==> config.mk <==
export PLATFORM = sky130hd
export DESIGN_NAME = channel_filter
export DESIGN_NICKNAME = d
export VERILOG_FILES = /design/src/rtl/channel_filter.sv
export SDC_FILE = /design/constraint.sdc
export NUM_CORES = 1
export LEC_CHECK = 0
export CORE_UTILIZATION = 41
export CTS_BUF_LIST = sky130_fd_sc_hd__clkbuf_16
export DETAILED_ROUTE_END_ITERATION = 16
export HOLD_SLACK_MARGIN = 0.1
export SYNTH_ARGS = -nofsm -noshare
export SYNTH_HDL_FRONTEND = slang
export SYNTH_SLANG_ARGS = --single-unit
==> constraint.sdc <==
create_clock -name clock -period 25.1 [get_ports clock]
set_input_delay 7.53 -clock clock [delete_from_list [all_inputs] [get_ports clock]]
set_output_delay 7.53 -clock clock [all_outputs]
set_load 0.005 [all_outputs]
==> src/rtl/channel_filter.sv <==
// Per-channel input noise filter: bypass, half-cycle glitch rejection or counted debounce.
// Define FILTER_GLITCH_COUNT_EN to build the saturating rejected-glitch counter.
module channel_filter #(
  parameter int WIDTH     = 32,
  parameter int CNT_WIDTH = 4
) (
  input  logic                 clock,
  input  logic                 reset,
  input  logic [WIDTH-1:0]     dataInput,
  input  logic [WIDTH-1:0]     dataInput180,
  input  logic                 dataValid,
  input  logic [1:0]           filterMode,
  input  logic [CNT_WIDTH-1:0] holdCycles,
  input  logic                 glitchClear,
  output logic [WIDTH-1:0]     dataOutput,
  output logic                 validOut,
  output logic [15:0]          glitchCount
);

  typedef enum logic [1:0] {
    ModeBypass    = 2'b00,
    ModeHalfCycle = 2'b01,
    ModeDebounce  = 2'b10,
    ModeReserved  = 2'b11
  } filterMode_t;

  logic [1:0]           modePrev;
  logic                 modeChange;
  logic [WIDTH-1:0]     in360;
  logic [WIDTH-1:0]     in180d;
  logic [CNT_WIDTH-1:0] cnt     [WIDTH];
  logic [CNT_WIDTH-1:0] nextCnt [WIDTH];
  logic [WIDTH-1:0]     nextOutput;
  logic                 glitchSeen;

  assign modeChange = (filterMode != modePrev);

  // A mode switch freezes the output for one cycle and restarts every filter from scratch.
  always_comb begin
    nextOutput = dataOutput;
    nextCnt    = cnt;
    glitchSeen = 1'b0;
    if (modeChange) begin
      for (int i = 0; i < WIDTH; i++) nextCnt[i] = '0;
    end else begin
      case (filterMode_t'(filterMode))
        ModeHalfCycle: nextOutput = (dataOutput | in360 | dataInput) & in180d;
        ModeDebounce: begin
          if (dataValid) begin
            for (int i = 0; i < WIDTH; i++) begin
              if (dataInput[i] == dataOutput[i]) begin
                nextCnt[i] = '0;
                if (cnt[i] != '0) glitchSeen = 1'b1;
              end else if (cnt[i] >= holdCycles) begin
                nextOutput[i] = dataInput[i];
                nextCnt[i]    = '0;
              end else begin
                nextCnt[i] = cnt[i] + 1'b1;
              end
            end
          end
        end
        default: if (dataValid) nextOutput = dataInput;
      endcase
    end
  end

  always_ff @(posedge clock or posedge reset) begin
    if (reset) begin
      modePrev   <= ModeBypass;
      dataOutput <= '0;
      validOut   <= 1'b0;
      in360      <= '0;
      in180d     <= '0;
      for (int i = 0; i < WIDTH; i++) cnt[i] <= '0;
    end else begin
      modePrev   <= filterMode;
      dataOutput <= nextOutput;
      validOut   <= dataValid;
      cnt        <= nextCnt;
      // Half-cycle delay taps only track the inputs while that mode is active.
      if (modeChange) begin
        in360  <= '0;
        in180d <= '0;
      end else if (filterMode == ModeHalfCycle) begin
        in360  <= dataInput;
        in180d <= dataInput180;
      end
    end
  end

`ifdef FILTER_GLITCH_COUNT_EN
  logic [15:0] glitchReg;

  always_ff @(posedge clock or posedge reset) begin
    if (reset) begin
      glitchReg <= '0;
    end else if (glitchClear) begin
      glitchReg <= '0;
    end else if (glitchSeen && (glitchReg != 16'hFFFF)) begin
      glitchReg <= glitchReg + 16'd1;
    end
  end

  assign glitchCount = glitchReg;
`else
  logic unusedSignals;
  assign unusedSignals = glitchClear ^ glitchSeen;
  assign glitchCount   = '0;
`endif

endmodule

==> insert_results.sql, run 1 <==
INSERT INTO impl_metrics (metric_group, metric, value, unit) VALUES
('drt', 'detail-route-antenna-nets', '0', ''),
('synthesis', 'avgSynthCellArea', '9.10', 'sq um'),
('die', 'die_w', '192', 'um'),
('critical_path', 'startpoint', 'filterMode[0]', ''),
('drt', 'drt_iter0_markers', '618', ''),
('global_routing', 'vias_in_the_first_global_route', '12400', ''),
('sta', 'maxSlewViolCount', '0', ''),
('drt', 'num_vias', '12500', ''),
('power_and_ir_drop', 'switchingPower', '279', 'uW'),
('power_and_ir_drop', 'clock_power_share', '38.9', '%'),
('global_routing', 'grtUsageTotal', '21.2', '%'),
('power_and_ir_drop', 'power.density', '55.2', 'nW/um^2'),
('sta', 'rsz0062_at_grt', 'false', ''),
('synthesis', 'post-synth-top-count-cell', 'sky130_fd_sc_hd__dfrtp_1', ''),
('synthesis', 'synthFlopType', 'sky130_fd_sc_hd__dfrtp_1', ''),
('cts', 'numCtsBuffers', '29', ''),
('min_path', 'hold_start', 'in360[25]', ''),
('layout', 'syn_to_final_growth', '14.8', '%'),
('global_routing', 'grt_overflow_total', '0', ''),
('run_status', 'status', 'finished, final reports clean', ''),
('die', 'core_region_area', '35600', 'sq um'),
('synthesis', 'synth_top_area_share', '38.3', '%'),
('cts', 'clock_latency', '0.55', 'ns'),
('power_and_ir_drop', 'switch_share', '29.7', '%'),
('synthesis', 'synthDistinctLibCells', '47', ''),
('cts', 'clk_path_buf_depth', '3', ''),
('power_and_ir_drop', 'power.sequential.fraction', '42.5', '%'),
('cts', 'clock-sinks', '227', ''),
('drt', 'vias_per_cell', '5.69', ''),
('layout', 'nets', '1937', ''),
('critical_path', 'timing.critical_path.from_type', 'input port', ''),
('run', 'drv.max_cap_violation_count', '0', ''),
('die', 'chipHeight', '192', 'um'),
('global_routing', 'grt_max_degree', '112', ''),
('critical_path', 'endpoint_kind', 'flop', ''),
('sta', 'fmaxAchievable', '97.3', 'MHz'),
('power_and_ir_drop', 'power.combinational.fraction', '18.6', '%'),
('die', 'effective_utilization_at_floorplan', '41.7', '%'),
('cts', 'holdBufCountCts', '0', ''),
('placed_design', 'dpl.hpwl', '23500', 'um'),
('power_and_ir_drop', 'p_leak', '7.42', 'nW'),
('global_routing', 'grt_first_pass_wirelength', '63300', 'um'),
('die', 'placementRows', '69', ''),
('sta', 'setup_ws', '14.83', 'ns'),
('synthesis', 'synth.cells.most_frequent', 'sky130_fd_sc_hd__dfrtp_1 (227), sky130_fd_sc_hd__nand2_1 (188), sky130_fd_sc_hd__nor2_1 (164)', ''),
('sta', 'fin_worst_hold_slack', '0.521', 'ns'),
('power_and_ir_drop', 'internal_power', '660', 'uW'),
('critical_path', 'worstSetupPathType', 'input port to flop', ''),
('synthesis', 'synth_adder_area_share', '13.5', '%'),
('synthesis', 'yosys-mux-area-fraction', '1.75', '%'),
('synthesis', 'syn_inst', '1630', ''),
('placed_design', 'numPortBuffers', '105', ''),
('synthesis', 'netlist_area', '14800', 'sq um'),
('layout', 'finalInstanceArea', '17000', 'sq um'),
('placed_design', 'place_congestion', '0.765', ''),
('cts', 'ctsRootBufferMaster', 'sky130_fd_sc_hd__clkbuf_16', ''),
('layout', 'utilization', '47.9', '%'),
('drt', 'detail_route.wl_per_cell', '17.6', 'um'),
('critical_path', 'startpoint_of_the_worst_slack_reg_to_reg_timing_path', 'modePrev[0]', ''),
('synthesis', 'post_synth_xor_area_fraction', '2.48', '%'),
('drt', 'drt_drc_violations_left', '0', ''),
('critical_path', 'crit_fanout', '63', ''),
('die', 'die-area', '36900', 'sq um'),
('global_routing', 'initial_antenna_violation_count', '3', ''),
('synthesis', 'ys_async_sr_fraction', '100', '%'),
('placed_design', 'numPlacedInstances', '2133', ''),
('sta', 'setup_violations', '0', ''),
('synthesis', 'synth_top_family_by_area', 'compound AO/OA/AOI/OAI gates', ''),
('sta', 'min_period', '10.27', 'ns'),
('min_path', 'min-delay-path-class', 'flop to flop', ''),
('synthesis', 'synth_enable_flop_cells', '0', '');
## cells in the final DEF, fill, tap and decap left out, drive strengths merged, types with 36 or more instances in the layout
cell,netlist,final
ha,160,160
nand2,188,188
clkdlybuf4s50,0,104
a21oi,85,85
inv,48,54
nor2,164,164
o22a,39,39
o21ai,147,147
dfrtp,227,227
o211ai,47,47
a22o,69,69
nand3,36,36
## critical path: stages
cell and delay, ns:
sky130_fd_sc_hd__clkdlybuf4s50_1 0.74, sky130_fd_sc_hd__xor2_1 0.57, sky130_fd_sc_hd__a21o_4 0.64, sky130_fd_sc_hd__buf_4 0.75, sky130_fd_sc_hd__nor2_1 0.16, sky130_fd_sc_hd__a22o_1 0.24
## worst paths after layout
kind / cells after the start / end / slack (ns)
max: 6 / cnt[50] / 14.83
min: 2 / in360[25] / 0.52
max reg2reg: 5 / cnt[50] / 22.16
min reg2reg: 2 / in360[25] / 0.52
max in group asynchronous: 4 / cnt[105] / 15.40
min in group asynchronous: 2 / in180d[28] / 7.56
## kinds of logic (layout without fill, tap and decap cells)
family	count (synthesis)	after routing
AOI/OAI and AO/OA	544	544
and+or+nand+nor	494	494
DFF	227	227
adders and majority gates	160	160
buffers and inverters	139	218
xor gates and xnor gates	42	42
muxes	23	23
other	1	19
## layer usage
layer | vias to the layer above | wire (um) | track usage [%] | part of all wire [%]
met5 | - | 0 | 0 | 0
met4 | 0 | 898 | 6.03 | 2.3
met3 | 49 | 1470 | 3.03 | 3.8
met2 | 220 | 17700 | 35.9 | 46
met1 | 6095 | 18400 | 28.2 | 48
li1 | 6090 | - | - | -
## cell type report
class,count,area [sq um]
antenna,3,7.51
clock buffer,29,726
clock inverter,23,98.8
fill,3359,18500
inverter,48,188
multi-input combinational,1279,8600
sequential,227,5680
tap,461,577
timing repair buffer,118,1140
## power groups by stage
stage	clock network [mW]	logic (mW)	registers [mW]
after detailed placement	0	0.176	0.405
after CTS	0.378	0.177	0.399
after global routing	0.391	0.197	0.402
after floorplan	0	0.107	0.402
final	0.366	0.175	0.399
after global placement	0	0.172	0.405
## flip-flops by register name (all words and copies together) (netlist names)
signal	cells
validOut	1
dataOutput	32
in360	32
cnt	128
in180d	32
modePrev	2
Note: power is estimated with default switching activity, not from simulation.
==> run 2: changes to the inputs <==
- clock period: 25.1 -> 9.3 ns (I/O delays scaled with it)
==> run 2 against run 1 <==
Effect of this change: flip-flop and latch count did not move; register-to-register slack got worse by 16 ns; hold slack worse by 0.0022 ns; cell area fell by 0.40%; clock skew is 0.0056 ns lower; critical path depth stayed put; critical endpoint unchanged; largest power group unchanged; highest routed layer unchanged.
==> insert_results.sql, run 2 (synthesis results as in run 1) <==
INSERT INTO impl_metrics (metric_group, metric, value, unit) VALUES
('critical_path', 'endpoint_kind', 'flop', ''),
('sta', 'post-route-period-util', '59.8', '%'),
('global_routing', 'grtUsageTotal', '21.3', '%'),
('cts', 'htreeDepth', '1', ''),
('sta', 'report.final.hold_viol_count', '0', ''),
('placed_design', 'dpl_cell_area', '16200', 'sq um'),
('layout', 'utilization', '47.7', '%'),
('drt', 'wl', '38500', 'um'),
('cts', 'clk_path_buf_depth', '3', ''),
('power_and_ir_drop', 'p_leak', '7.39', 'nW'),
('sta', 'timing_worst_slew_pin_value', '0.939', 'ns'),
('layout', 'layout.cells.most_common_list', 'sky130_fd_sc_hd__dfrtp_1 (227), sky130_fd_sc_hd__nand2_1 (188), sky130_fd_sc_hd__nor2_1 (164), sky130_fd_sc_hd__ha_1 (160), sky130_fd_sc_hd__o21ai_0 (121)', ''),
('die', 'die-area', '36900', 'sq um'),
('run_status', 'status', 'finished, final reports clean', ''),
('die', 'placementRows', '69', ''),
('run', 'drv.max_cap_violation_count', '0', ''),
('cts', 'clock-sinks', '227', ''),
('die', 'effective_utilization_at_floorplan', '41.7', '%'),
('cts', 'clkSlewWorstSetupHoldPaths', '0.06', 'ns'),
('cts', 'cts_tree', 'yes', ''),
('layout', 'largest_register_ff_count', '128', ''),
('layout', 'layout.cells.most_common', 'sky130_fd_sc_hd__dfrtp_1', ''),
('die', 'die_w', '192', 'um'),
('cts', 'numCtsBuffers', '27', ''),
('global_routing', 'grt_max_degree', '163', ''),
('die', 'core_region_area', '35600', 'sq um'),
('power_and_ir_drop', 'power.ir.vdd_worst', '131', 'uV'),
('sta', 'rsz0062_at_grt', 'false', ''),
('layout', 'fillCellCount', '3422', ''),
('global_routing', 'grt_overflow_total', '0', ''),
('sta', 'min_period', '5.56', 'ns'),
('sta', 'slew_headroom', '37.4', '%'),
('drt', 'vias_per_cell', '5.70', ''),
('layout', 'syn_to_final_growth', '14.3', '%'),
('placed_design', 'place_congestion', '0.766', ''),
('cts', 'cts_setup_buffers', '0', ''),
('critical_path', 'worstSetupPathType', 'input port to flop', ''),
('critical_path', 'critPathSlowestCell', 'sky130_fd_sc_hd__buf_4', ''),
('critical_path', 'timing.critical_path.from_type', 'input port', ''),
('critical_path', 'worst_ep_required_time', '9.72', 'ns'),
('drt', 'detail_route.wl_per_cell', '17.7', 'um'),
('cts', 'postCtsResizedCells', '0', ''),
('global_routing', 'grt_first_pass_wirelength', '63500', 'um'),
('sta', 'final.setup_skew', '0.00814', 'ns'),
('sta', 'setup_tns', '0', 'ns'),
('die', 'num_io_pins', '123', ''),
('critical_path', 'worst_path_largest_cell_delay', '0.81', 'ns'),
('placed_design', 'numPortBuffers', '105', ''),
('drt', 'detailedRoute.firstPassIterationCount', '4', ''),
('cts', 'holdBufCountCts', '0', ''),
('drt', 'drt_iter0_markers', '612', ''),
('global_routing', 'initial_antenna_violation_count', '3', ''),
('layout', 'post_route_cells_drive_above_1_share', '6.12', '%'),
('global_routing', 'vias_in_the_first_global_route', '12100', ''),
('min_path', 'min-delay-path-class', 'flop to flop', ''),
('layout', 'nets', '1934', ''),
('drt', 'num_vias', '12400', ''),
('sta', 'fmaxAchievable', '180', 'MHz'),
('critical_path', 'crit_fanout', '67', ''),
('power_and_ir_drop', 'power.density', '147', 'nW/um^2'),
('critical_path', 'crit_path_cell_trace', 'clkdlybuf4s50_1, xor2_1, a21o_4, buf_4, nor2_1, a22o_1', ''),
('critical_path', 'timing.critical_path.arrival', '5.98', 'ns'),
('sta', 'setup_violations', '0', ''),
('cts', 'ctsRootBufferMaster', 'sky130_fd_sc_hd__clkbuf_16', ''),
('layout', 'finalInstanceArea', '17000', 'sq um'),
('drt', 'detail-route-antenna-nets', '0', ''),
('drt', 'drt_drc_violations_left', '0', ''),
('placed_design', 'dpl.hpwl', '23500', 'um'),
('cts', 'clock_latency', '0.53', 'ns'),
('sta', 'maxSlewViolCount', '0', ''),
('layout', 'regMostFlops', 'cnt', ''),
('die', 'chipHeight', '192', 'um');
run 2: cell count changes in the layout (fill, tap and decap cells not counted), sizes merged:
cell | before | now
clkinv | 16 | 8
clkbuf | 29 | 27
buf | 14 | 13
clkinvlp | 1 | 2
inv | 54 | 55
run 2: layer usage:
| layer | GRT usage [%] | vias up | wire length, um |
|---|---|---|---|
| li1 | - | 6079 | - |
| met1 | 29.1 | 6099 | 18600 |
| met2 | 35.2 | 191 | 17600 |
| met3 | 3.16 | 54 | 1410 |
| met4 | 5.24 | 0 | 821 |
| met5 | 0 | - | 0 |
run 2: worst paths after layout:
kind,startpoint,to,slack [ns],cells after the start
min in group asynchronous,reset,in180d[24],2.71,2
max reg2reg,modePrev[0],cnt[50],6.33,5
max,filterMode[0],cnt[50],3.74,6
min reg2reg,in360[26],in360[26],0.52,2
max in group asynchronous,reset,cnt[126],5.31,3
min,in360[26],in360[26],0.52,2
run 2: cell type report:
type	instances	area [sq um]	share of cell area [%]
Multi-Input combinational cell	1279	8600	50.7
Sequential cell	227	5680	33.5
Timing Repair Buffer	117	1150	6.77
Clock buffer	27	676	3.98
Tap cell	461	577	3.40
Inverter	48	188	1.11
Clock inverter	17	76.3	0.450
Antenna cell	3	7.51	0.0443
run 2: worst max-delay path, delay by kind of cell:
kind	cells	cell delay, ns
AND/OR/NAND/NOR	1	0.17
XOR/XNOR	1	0.55
buffers and inverters	2	1.56
AO/OA/AOI/OAI	2	0.88
run 2: power breakdown:
group / leakage (nW) / switching [mW] / total [mW] / internal (mW)
registers: 3.13 / 0.0514 / 1.08 / 1.03
clock network: 0.392 / 0.416 / 0.934 / 0.518
logic: 3.87 / 0.274 / 0.473 / 0.199
total: 7.39 / 0.742 / 2.48 / 1.74
run 2: metrics by stage:
step | hold slack (ns) | worst slack (ns) | instances | power, mW
final | 0.519 | 3.74 | 2179 | 2.48
after global routing | 0.531 | 3.55 | 2177 | 2.61
after CTS | 0.522 | 3.73 | 2176 | 2.51
after detailed placement | 0.514 | 3.19 | 2132 | 1.57
after global placement | 0.507 | 3.23 | 2132 | 1.56
after floorplan | 0.490 | 0.290 | 1645 | 1.37
==> run 3: changes to the inputs <==
- clock period: 9.3 -> 5 ns (I/O delays scaled with it)
==> run 3 against run 2 <==
Effect of this change: count of clock-buffer cells in the layout up 2; highest routed layer is now met5; die area is the same; largest power group unchanged; register-to-register slack got worse by 3.7 ns; worst setup slack got worse by 2.3 ns; clock skew up 0.0032 ns; utilization is 0.75 points higher.
==> insert_results.sql, run 3 (synthesis results as in run 1) <==
INSERT INTO impl_metrics (metric_group, metric, value, unit) VALUES
('run_status', 'status', 'finished, final reports clean', ''),
('min_path', 'min-delay-path-class', 'flop to flop', ''),
('global_routing', 'top_usage_layer', 'met2', ''),
('critical_path', 'worst_path_largest_cell_delay', '0.62', 'ns'),
('drt', 'detailedRoute.firstPassIterationCount', '5', ''),
('placed_design', 'numPlacedInstances', '2146', ''),
('placed_design', 'dpl.hpwl', '24700', 'um'),
('cts', 'cts_setup_buffers', '0', ''),
('min_path', 'hold_start', 'in360[28]', ''),
('sta', 'min_period', '3.59', 'ns'),
('layout', 'post_route_cells_drive_above_1_share', '6.86', '%'),
('layout', 'regMostFlops', 'cnt', ''),
('drt', 'drt_iter0_markers', '733', ''),
('min_path', 'min_path_cells', '2', ''),
('cts', 'cts_tree', 'yes', ''),
('sta', 'slew_headroom', '37.6', '%'),
('power_and_ir_drop', 'clock_power_share', '38.8', '%'),
('global_routing', 'grt_max_degree', '142', ''),
('critical_path', 'worstSetupPathType', 'input port to flop', ''),
('cts', 'numCtsBuffers', '28', ''),
('die', 'chipHeight', '192', 'um'),
('sta', 'setup_tns', '0', 'ns'),
('critical_path', 'r2r-end', 'dataOutput[26]', ''),
('min_path', 'min_delay_worst_endpoint', 'in360[28]', ''),
('drt', 'drt_drc_violations_left', '0', ''),
('critical_path', 'crit_path_cell_trace', 'clkdlybuf4s50_1, or4_4, o221ai_4, buf_4, o21ai_1, o22ai_1, a22oi_1', ''),
('layout', 'antenna_cells', '0', ''),
('drt', 'detail_route.wl_per_cell', '17.6', 'um'),
('global_routing', 'grt_overflow_total', '0', ''),
('power_and_ir_drop', 'power.sequential.fraction', '42.1', '%'),
('layout', 'nets', '1949', ''),
('die', 'core_region_area', '35600', 'sq um'),
('layout', 'layout.cells.most_common', 'sky130_fd_sc_hd__dfrtp_1', ''),
('cts', 'postCtsResizedCells', '0', ''),
('cts', 'htreeDepth', '1', ''),
('run', 'drv.max_cap_violation_count', '0', ''),
('drt', 'wl', '38700', 'um'),
('layout', 'syn_to_final_growth', '16.1', '%'),
('sta', 'fin_worst_hold_slack', '0.521', 'ns'),
('cts', 'clock_latency', '0.55', 'ns'),
('global_routing', 'grtUsageTotal', '21.5', '%'),
('power_and_ir_drop', 'total_power', '4.75', 'mW'),
('sta', 'post-route-period-util', '71.9', '%'),
('drt', 'vias_per_cell', '5.71', ''),
('placed_design', 'numPortBuffers', '105', ''),
('critical_path', 'timing.critical_path.arrival', '4.01', 'ns'),
('layout', 'finalInstanceArea', '17200', 'sq um'),
('critical_path', 'path_buf_inv', '2', ''),
('sta', 'final.setup_skew', '0.0113', 'ns'),
('die', 'die-area', '36900', 'sq um'),
('sta', 'report.final.hold_viol_count', '0', ''),
('cts', 'ctsRootBufferMaster', 'sky130_fd_sc_hd__clkbuf_16', ''),
('power_and_ir_drop', 'power.combinational.fraction', '19.1', '%'),
('global_routing', 'globalRouteMet1Util', '28.7', '%'),
('global_routing', 'grt.met3_usage', '3.44', '%'),
('sta', 'setup_ws', '1.41', 'ns'),
('power_and_ir_drop', 'power.density', '276', 'nW/um^2'),
('power_and_ir_drop', 'p_leak', '7.52', 'nW'),
('layout', 'layout.cells.most_common_list', 'sky130_fd_sc_hd__dfrtp_1 (227), sky130_fd_sc_hd__nand2_1 (188), sky130_fd_sc_hd__nor2_1 (164), sky130_fd_sc_hd__ha_1 (160), sky130_fd_sc_hd__o21ai_0 (121)', ''),
('sta', 'timing_worst_slew_pin_value', '0.936', 'ns'),
('critical_path', 'reg2regPathDepth', '6', ''),
('critical_path', 'worst_ep_required_time', '5.42', 'ns'),
('power_and_ir_drop', 'switch_share', '29.8', '%'),
('cts', 'clock-sinks', '227', ''),
('die', 'placementRows', '69', ''),
('global_routing', 'initial_antenna_violation_count', '1', ''),
('die', 'effective_utilization_at_floorplan', '41.7', '%'),
('placed_design', 'dpl_cell_area', '16400', 'sq um'),
('critical_path', 'endpoint_kind', 'flop', ''),
('drt', 'detail-route-antenna-nets', '0', ''),
('placed_design', 'place_congestion', '0.777', ''),
('critical_path', 'regToRegSetupSlack', '2.61', 'ns'),
('sta', 'setup_violations', '0', ''),
('die', 'num_io_pins', '123', ''),
('layout', 'utilization', '48.4', '%'),
('critical_path', 'crit_fanout', '20', ''),
('sta', 'maxSlewViolCount', '0', ''),
('sta', 'rsz0062_at_grt', 'false', ''),
('drt', 'num_vias', '12500', ''),
('power_and_ir_drop', 'power.ir.vdd_worst', '266', 'uV'),
('layout', 'largest_register_ff_count', '128', ''),
('global_routing', 'grt_first_pass_wirelength', '63900', 'um'),
('die', 'die_w', '192', 'um'),
('global_routing', 'gr-usage-met2', '36.0', '%'),
('sta', 'fmaxAchievable', '278', 'MHz'),
('layout', 'instances_no_fill', '2195', ''),
('cts', 'holdBufCountCts', '0', ''),
('cts', 'clkSlewWorstSetupHoldPaths', '0.06', 'ns'),
('critical_path', 'timing.critical_path.from_type', 'input port', ''),
('critical_path', 'critPathSlowestCell', 'sky130_fd_sc_hd__clkdlybuf4s50_1', ''),
('cts', 'clk_path_buf_depth', '3', ''),
('critical_path', 'critical-path-top-delay-family', 'buffers and inverters', ''),
('power_and_ir_drop', 'internal_power', '3.33', 'mW'),
('power_and_ir_drop', 'switchingPower', '1.42', 'mW'),
('critical_path', 'startpoint_of_the_worst_slack_reg_to_reg_timing_path', 'modePrev[1]', ''),
('placed_design', 'dp_slack', '0.854', 'ns'),
('global_routing', 'vias_in_the_first_global_route', '12500', '');
[run 3: cell types whose count changed in the layout (fill, tap and decap cells not counted), sizes merged]
cell,before,now
diode,3,0
clkinv,8,15
clkbuf,27,29
inv,55,52
clkinvlp,2,1
buf,13,27
[run 3: worst register-to-register path, cell delays in order, from the launching register on]
cell and delay [ns]:
sky130_fd_sc_hd__dfrtp_1 0.42, sky130_fd_sc_hd__or4_4 0.56, sky130_fd_sc_hd__o221ai_4 0.61, sky130_fd_sc_hd__buf_4 0.34, sky130_fd_sc_hd__o21ai_1 0.09, sky130_fd_sc_hd__o22ai_1 0.11
sky130_fd_sc_hd__a22oi_1 0.11
[run 3: worst max-delay path by stage]
stage                       start              to  slack, ns  cells after the start
detailed placement  filterMode[1]  dataOutput[26]       0.85                      7
global placement    filterMode[1]  dataOutput[26]       0.88                      7
floorplan                   reset          cnt[0]       0.53                      1
finish              filterMode[1]  dataOutput[26]       1.41                      7
global route        filterMode[1]  dataOutput[26]       1.26                      7
CTS                 filterMode[1]  dataOutput[26]       1.43                      7
[run 3: per-layer routing]
| layer | part of all wire [%] | vias up |
|---|---|---|
| met3 | 5.0 | 63 |
| met2 | 46 | 245 |
| li1 | - | 6089 |
| met5 | 0.034 | - |
| met1 | 47 | 6145 |
| met4 | 2.1 | 2 |
[run 3: power by group through the flow]
stage | Sequential, mW | Clock [mW] | Combinational [mW]
final | 2.00 | 1.84 | 0.906
after detailed placement | 2.03 | 0 | 0.909
after global placement | 2.03 | 0 | 0.892
after global routing | 2.01 | 1.97 | 1.01
after CTS | 2.00 | 1.90 | 0.913
after floorplan | 2.02 | 0 | 0.536
[run 3: cell type report]
type                    instances  area, sq um
inverters                      48          184
clock inverters                20         88.8
flip-flops and latches        227         5680
clock buffers                  29          726
well taps                     461          577
fillers                      3366        18300
repair buffers                131         1370
multi-input cells            1279         8600
